`src/rtl/game_controller_if.sv`:
```
// Command/status bus between the game controller and the memory-game datapath.
// Master drives the commands; the datapath reports its status flags.
interface game_controller_if;
  logic r1;
  logic r2;
  logic e1;
  logic e2;
  logic e3;
  logic e4;
  logic sel;
  logic end_fpga;
  logic end_user;
  logic end_time;
  logic win;
  logic match;

  modport master (
    output r1, r2, e1, e2, e3, e4, sel,
    input  end_fpga, end_user, end_time, win, match
  );

  modport slave (
    input  r1, r2, e1, e2, e3, e4, sel,
    output end_fpga, end_user, end_time, win, match
  );
endinterface

```
`src/rtl/game_controller.sv`:
```
// Memory-game control FSM with synchronized, edge-detected push buttons.
// Sequences the datapath through setup, playback, user play and result.
module game_controller #(
  parameter int P_KEY       = 4,
  parameter int SYNC_STAGES = 2
) (
  input  logic                     clock_50,
  input  logic                     reset,
  input  logic [P_KEY-1:0]         key,
  game_controller_if.master        dp,
  output logic [2:0]               state
);

  typedef enum logic [2:0] {
    S_INIT   = 3'd0,
    S_SETUP  = 3'd1,
    S_SEQ    = 3'd2,
    S_PLAY   = 3'd3,
    S_CHECK  = 3'd4,
    S_NEXT   = 3'd5,
    S_RCHK   = 3'd6,
    S_RESULT = 3'd7
  } state_e;

  localparam int SW = $clog2(SYNC_STAGES + 2);
  localparam logic [SW-1:0] SETTLED = SW'(SYNC_STAGES + 1);

  logic [SYNC_STAGES-1:0][P_KEY-1:0] sync_q, sync_d;
  logic [P_KEY-1:0] prev_q, prev_d;
  logic [P_KEY-1:0] press_q, press_d;
  logic [SW-1:0]    settle_q, settle_d;
  logic             r2_pls_q, r2_pls_d;
  state_e           state_q, state_d;

  logic enter_p;
  logic play_p;
  logic r1, r2, e1, e2, e3, e4, sel;

  // Edges are masked until the chain holds real samples, so a button
  // held through reset release never looks like a fresh press.
  always_comb begin
    sync_d   = {sync_q[SYNC_STAGES-2:0], key};
    prev_d   = sync_q[SYNC_STAGES-1];
    settle_d = (settle_q == SETTLED) ? settle_q : settle_q + 1'b1;
    press_d  = '0;
    if (settle_q == SETTLED) begin
      press_d = prev_q & ~sync_q[SYNC_STAGES-1];
    end
  end

  assign enter_p = press_q[0];
  assign play_p  = |press_q[P_KEY-1:1];

  always_ff @(posedge clock_50 or negedge reset) begin
    if (!reset) begin
      sync_q   <= '1;
      prev_q   <= '1;
      press_q  <= '0;
      settle_q <= '0;
      r2_pls_q <= 1'b0;
      state_q  <= S_INIT;
    end else begin
      sync_q   <= sync_d;
      prev_q   <= prev_d;
      press_q  <= press_d;
      settle_q <= settle_d;
      r2_pls_q <= r2_pls_d;
      state_q  <= state_d;
    end
  end

  always_comb begin
    state_d  = state_q;
    r1       = 1'b0;
    r2       = r2_pls_q;
    e1       = 1'b0;
    e2       = 1'b0;
    e3       = 1'b0;
    e4       = 1'b0;
    sel      = 1'b0;
    r2_pls_d = (state_q == S_SEQ) && dp.end_fpga;
    case (state_q)
      S_INIT: begin
        r1      = 1'b1;
        r2      = 1'b1;
        state_d = S_SETUP;
      end
      S_SETUP: begin
        e1 = 1'b1;
        r2 = 1'b1;
        if (enter_p) state_d = S_SEQ;
      end
      S_SEQ: begin
        e3 = 1'b1;
        if (dp.end_fpga) state_d = S_PLAY;
      end
      S_PLAY: begin
        e2 = 1'b1;
        e3 = play_p && !dp.end_time;
        if (dp.end_time) state_d = S_RESULT;
        else if (play_p) state_d = S_CHECK;
      end
      S_CHECK: begin
        e2 = 1'b1;
        if (!dp.match)        state_d = S_RESULT;
        else if (dp.end_user) state_d = S_NEXT;
        else                  state_d = S_PLAY;
      end
      S_NEXT: begin
        e4      = 1'b1;
        r2      = 1'b1;
        state_d = S_RCHK;
      end
      S_RCHK: begin
        state_d = dp.win ? S_RESULT : S_SEQ;
      end
      S_RESULT: begin
        sel = 1'b1;
        if (enter_p) state_d = S_INIT;
      end
      default: begin
        r1      = 1'b1;
        r2      = 1'b1;
        state_d = S_INIT;
      end
    endcase
  end

  assign dp.r1  = r1;
  assign dp.r2  = r2;
  assign dp.e1  = e1;
  assign dp.e2  = e2;
  assign dp.e3  = e3;
  assign dp.e4  = e4;
  assign dp.sel = sel;
  assign state  = state_q;

endmodule
```
`src/flat_wrapper.sv`:
```
// flat-port wrapper written by rule: the top's interface ports become plain ports
module game_controller_flat 
#(
  parameter int P_KEY       = 4,
  parameter int SYNC_STAGES = 2
)
  (clock_50, reset, key, state, dp_r1, dp_r2, dp_e1, dp_e2, dp_e3, dp_e4, dp_sel, dp_end_fpga, dp_end_user, dp_end_time, dp_win, dp_match);
  game_controller_if dp_i ();
  input  logic clock_50;
  input  logic reset;
  input  logic [P_KEY-1:0] key;
  output logic [2:0] state;
  output wire logic [$bits(dp_i.r1)-1:0] dp_r1;
  output wire logic [$bits(dp_i.r2)-1:0] dp_r2;
  output wire logic [$bits(dp_i.e1)-1:0] dp_e1;
  output wire logic [$bits(dp_i.e2)-1:0] dp_e2;
  output wire logic [$bits(dp_i.e3)-1:0] dp_e3;
  output wire logic [$bits(dp_i.e4)-1:0] dp_e4;
  output wire logic [$bits(dp_i.sel)-1:0] dp_sel;
  input wire logic [$bits(dp_i.end_fpga)-1:0] dp_end_fpga;
  input wire logic [$bits(dp_i.end_user)-1:0] dp_end_user;
  input wire logic [$bits(dp_i.end_time)-1:0] dp_end_time;
  input wire logic [$bits(dp_i.win)-1:0] dp_win;
  input wire logic [$bits(dp_i.match)-1:0] dp_match;
  assign dp_r1 = dp_i.r1;
  assign dp_r2 = dp_i.r2;
  assign dp_e1 = dp_i.e1;
  assign dp_e2 = dp_i.e2;
  assign dp_e3 = dp_i.e3;
  assign dp_e4 = dp_i.e4;
  assign dp_sel = dp_i.sel;
  assign dp_i.end_fpga = dp_end_fpga;
  assign dp_i.end_user = dp_end_user;
  assign dp_i.end_time = dp_end_time;
  assign dp_i.win = dp_win;
  assign dp_i.match = dp_match;
  game_controller #(.P_KEY(P_KEY), .SYNC_STAGES(SYNC_STAGES)) u_core (.clock_50(clock_50), .reset(reset), .key(key), .dp(dp_i), .state(state));
endmodule
```
`config.mk`:
```
export PLATFORM = sky130hd
export DESIGN_NAME = game_controller_flat
export DESIGN_NICKNAME = d
export VERILOG_FILES = /design/src/rtl/game_controller_if.sv /design/src/rtl/game_controller.sv /design/src/flat_wrapper.sv
export SDC_FILE = /design/constraint.sdc
export NUM_CORES = 1
export LEC_CHECK = 0
export ABC_AREA = 1
export CAP_MARGIN = 20
export CELL_PAD_IN_SITES_DETAIL_PLACEMENT = 0
export CELL_PAD_IN_SITES_GLOBAL_PLACEMENT = 1
export CORE_MARGIN = 4
export CORE_UTILIZATION = 35
export CTS_BUF_LIST = sky130_fd_sc_hd__clkbuf_8
export CTS_CLUSTER_DIAMETER = 150
export DETAILED_ROUTE_END_ITERATION = 16
export GPL_ROUTABILITY_DRIVEN = 1
export GPL_TIMING_DRIVEN = 0
export PLACE_DENSITY_LB_ADDON = 0.12
export SKIP_LAST_GASP = 1
export SLEW_MARGIN = 30
export SYNTH_ARGS = -nofsm -noshare
export SYNTH_HDL_FRONTEND = slang
export SYNTH_SLANG_ARGS = --single-unit
```
`constraint.sdc`:
```
create_clock -name clock_50 -period 1.15 [get_ports clock_50]
set_input_delay 0.345 -clock clock_50 [delete_from_list [all_inputs] [get_ports clock_50]]
set_output_delay 0.345 -clock clock_50 [all_outputs]
set_load 0.005 [all_outputs]
```
==> results.txt <==
The period utilization is 145%. After detailed routing, the total wire length is around 2300 um. The root buffer cell chosen for the clock tree is sky130_fd_sc_hd__clkbuf_8. The number of different library cells used by synthesis comes to 23. The number of DRC violations after detailed routing came out at 0. The remaining global-route overflow came out at 0. The data arrival time at the worst-slack endpoint came out at ~1.3 ns. Sequential cells were found to cover ~58% of the synthesized design area. The first-iteration detailed-routing DRC count is 20. Clock latency on the worst-skew pair, taken at its later pin, is around 0.26 ns. The number of primary I/O pins came out at 21. In this run the mean area of a mapped cell was a little under 10 um2. The clock transition at the registers of the reported paths came out at around 0.08 ns. The TritonCTS buffer count is 3. At the end of the flow the core is filled with cells to a little under 60%.

The via count of the first global-routing pass was 832. The number of placed cells counting well taps came out at ~150. The number of instances in the synthesized netlist came out at 101.

The die covers between 3000 and 4000 um2. The setup TNS came out at -4.28 ns. The standard-cell row count is 18. The number of hold violations in the final report came out at 0. The CTS tree is done. The flow ran to the end, but the final reports show violations. The count of hold buffers inserted by post-cts repair is 0. The checks that failed: setup timing. The number of synthesized register bits is 22. In the post-synthesis netlist, the biggest area contributors are sky130_fd_sc_hd__dfstp_2 (32%), sky130_fd_sc_hd__dfrtp_1 (25%), sky130_fd_sc_hd__nand2_1 (9.5%), sky130_fd_sc_hd__nor2_1 (4.6%), sky130_fd_sc_hd__inv_1 (4.2%). The data required time of the worst path is between 0.8 and 0.9 ns.

The clock passes through at most 2 buffers. The vertical extent of the die is between 60 and 70 um. The highest net fanout along the worst path came out at 4. The warning count from the yosys run came out at 0.

sky130_fd_sc_hd__dfstp_2 takes more of the synthesized area than any other cell. Total power for the finished layout comes to roughly 3.7 mW. The path class of the tightest hold or removal check is in -> async. Relative to the synthesized area, the layout overhead comes to 54.7%.

The count of port buffers added during placement is 20. The final worst slack came out at -0.520 ns. The share of post-route cells with drive strength above 1 is 52.1%. The standard cell core area came out at 2570 um2.

The relative max-transition margin is a little over two thirds. The H-tree depth came out at 1. The initial antenna violation count is 0. The tool flagged a number of max-cap violations equal to 0. In this run the horizontal extent of the chip is between 60 and 70 um. The power per unit of standard cell area came out at 2430 nW/um2. The start of the worst register-to-register path is u_core.state[0]$_DFFE_PN0P_. The worst setup path is captured at an output pin. The number of nets produced by synthesis came out at ~110. The wire length of the first global-routing pass is 3680 um.

Once the floorplan was initialized, standard cells occupied 38.3% of the core. The critical path starts at u_core.state[1]$_DFFE_PN0P_. The via count came out at 809. The number of setup violations in the final report came out at 11. VDD sags by at most about 0.0016 V. The wire length per cell came out at around 13 um. The maximum clock rate is roughly 0.60 GHz.

The post-layout instance count excluding filler cells came out at 172. Routability-driven placement finished with a final weighted congestion of a little over 0.7. Once detailed placement completed, the half-perimeter wirelength came to ~1400 um. The clock tree skew after final layout came out at 0.00249 ns. The antenna diode instance count is 0. The leakage power of the design is 0.741 nW. The fraction of synthesized cell area taken by the top area cell type is between 30 and 40%. The number of nets with antenna violations after routing came out at 0.

The clock sink count came out at 22. The first detailed-routing pass took 4 iterations. The critical path is of the reg -> out type. The slew at the pin closest to its max-slew limit is between 0.4 and 0.5 ns. The time the worst path needs with I/O delays and setup is approximately 1.7 ns. The maximum number of pins on one net before global-route repair came out at 23. Global routing consumed, over all layers together, between 10% and 20% of the routing resources.

Across all hold checks on the routed design, the worst slack comes to approximately 0.026 ns. The number of nets in the layout is 155. The category of the worst setup path launch point is a register.

The area of the mapped netlist is between 900 and 1000 um2. Setup repair after global routing could not meet its margin everywhere. The count of pins over their slew limit is 0.

The post-detailed-route via-to-cell ratio is 4.70.
-- cell type report --
class                      instances  area, um2
multi-input combinational         61        409
sequential                        22        566
buffer                             3       37.5
inverter                          15       68.8
fill                             222       1050
clock buffer                       4       55.1
tap                               30       37.5
timing repair buffer              37        348
-- metal layers --
metal  routed length (um)  vias up  global-route usage (%)  part of all wire, %
li1                     -      392                       -                    -
met1                  963      399                    17.5                   42
met2                 1230       18                    23.4                   53
met3                  112        0                    4.47                  4.9
met4                    0        0                    2.79                    0
met5                    0        -                       0                    0
-- synthesized netlist by cell type (all sizes together) --
| library cell | number |
|---|---|
| nor2 | 15 |
| o21ai | 1 |
| inv | 15 |
| nand4 | 3 |
| nand2 | 27 |
| nor3 | 1 |
| xnor2 | 1 |
| o211ai | 1 |
| ha | 1 |
| a21oi | 1 |
| dfrtp | 10 |
| nand3 | 8 |
| a21boi | 1 |
| buf | 3 |
| dfstp | 12 |
| mux2 | 1 |
-- logic make-up after synthesis --
group	count (synthesis)	share of synthesized area, %
flops	22	57.5
simple gates	54	26.8
buf+inv	18	9.41
compound gates	4	2.93
xor+xnor	1	0.891
mux	1	1.14
fa+ha+maj	1	1.27
-- through the flow --
stage	worst slack [ns]	cell area, um2
after floorplan	-0.0897	990
after global placement	-0.743	1230
after detailed placement	-0.757	1230
after CTS	-0.486	1420
after global routing	-0.590	1520
final	-0.520	1520
-- path summary, 6_finish.rpt --
path	end	slack (ns)	depth (start not counted)
setup / recovery	dp_e3	-0.52	7
hold / removal	u_core.state[2]$_DFFE_PN0P_	0.03	1
setup reg to reg	u_core.state[1]$_DFFE_PN0P_	-0.31	10
hold reg to reg	u_core.prev_d[1]$_DFF_PN1_	0.35	0
max in group asynchronous	u_core.prev_d[0]$_DFF_PN1_	0.78	1
min in group clock_50	u_core.prev_d[1]$_DFF_PN1_	0.35	0
-- flip-flops by register name (all words and copies together), names as in the netlist --
signal,count
u_core.press_q,4
u_core.prev_q,4
u_core.state,3
u_core.prev_d,4
u_core.sync_d,4
u_core.r2_pls_q,1
u_core.settle_q,2
-- power by group --
group | switching [mW] | internal (mW) | leakage, nW | total, mW
clock network | 0.239 | 0.305 | 0.0288 | 0.544
logic | 1.09 | 1.13 | 0.467 | 2.22
registers | 0.0473 | 0.883 | 0.245 | 0.930
total | 1.37 | 2.32 | 0.741 | 3.70
-- worst max-delay path: stages (launching register included) --
cell                      delay, ns
sky130_fd_sc_hd__dfrtp_1       0.36
sky130_fd_sc_hd__buf_6         0.14
sky130_fd_sc_hd__buf_6         0.11
sky130_fd_sc_hd__nand2_4       0.05
sky130_fd_sc_hd__nor2_4        0.12
sky130_fd_sc_hd__nand2_2       0.06
sky130_fd_sc_hd__o21ai_2       0.10
sky130_fd_sc_hd__buf_2         0.12
-- what timing repair did --
item | 4_1_cts | 5_1_grt
gates resized for setup | 63 | 16
buffers inserted | 11 | 7
pin swaps | 6 | 10
endpoints found under the setup margin | 23 | 13
hold endpoints to repair | 0 | 0
-- layout by cell type, fill, tap and decap left out --
cell | netlist | final
sky130_fd_sc_hd__buf_8 | 0 | 2
sky130_fd_sc_hd__inv_2 | 3 | 5
sky130_fd_sc_hd__nand2_1 | 25 | 22
sky130_fd_sc_hd__clkdlybuf4s50_1 | 0 | 9
sky130_fd_sc_hd__inv_8 | 0 | 1
sky130_fd_sc_hd__nand3_4 | 0 | 3
sky130_fd_sc_hd__mux2_2 | 1 | 1
sky130_fd_sc_hd__o211ai_1 | 1 | 1
sky130_fd_sc_hd__nor2_1 | 12 | 10
sky130_fd_sc_hd__nand4_1 | 3 | 3
sky130_fd_sc_hd__ha_4 | 0 | 1
sky130_fd_sc_hd__nand3_1 | 6 | 3
sky130_fd_sc_hd__a21boi_1 | 1 | 1
sky130_fd_sc_hd__a21oi_4 | 0 | 1
sky130_fd_sc_hd__buf_6 | 3 | 14
sky130_fd_sc_hd__inv_6 | 0 | 1
sky130_fd_sc_hd__clkbuf_8 | 0 | 4
sky130_fd_sc_hd__buf_12 | 0 | 1
sky130_fd_sc_hd__xnor2_1 | 1 | 1
sky130_fd_sc_hd__dfrtp_1 | 10 | 10
sky130_fd_sc_hd__buf_2 | 0 | 7
sky130_fd_sc_hd__nor3_2 | 1 | 1
sky130_fd_sc_hd__o21ai_2 | 0 | 1
sky130_fd_sc_hd__nand2_4 | 1 | 2
sky130_fd_sc_hd__nor2_4 | 2 | 3
sky130_fd_sc_hd__nand3_2 | 2 | 2
sky130_fd_sc_hd__nand2_2 | 1 | 3
sky130_fd_sc_hd__inv_1 | 11 | 8
sky130_fd_sc_hd__dfstp_2 | 12 | 12
sky130_fd_sc_hd__buf_4 | 0 | 7
sky130_fd_sc_hd__nor2_2 | 1 | 2
Note: power is estimated with default switching activity, not from simulation.
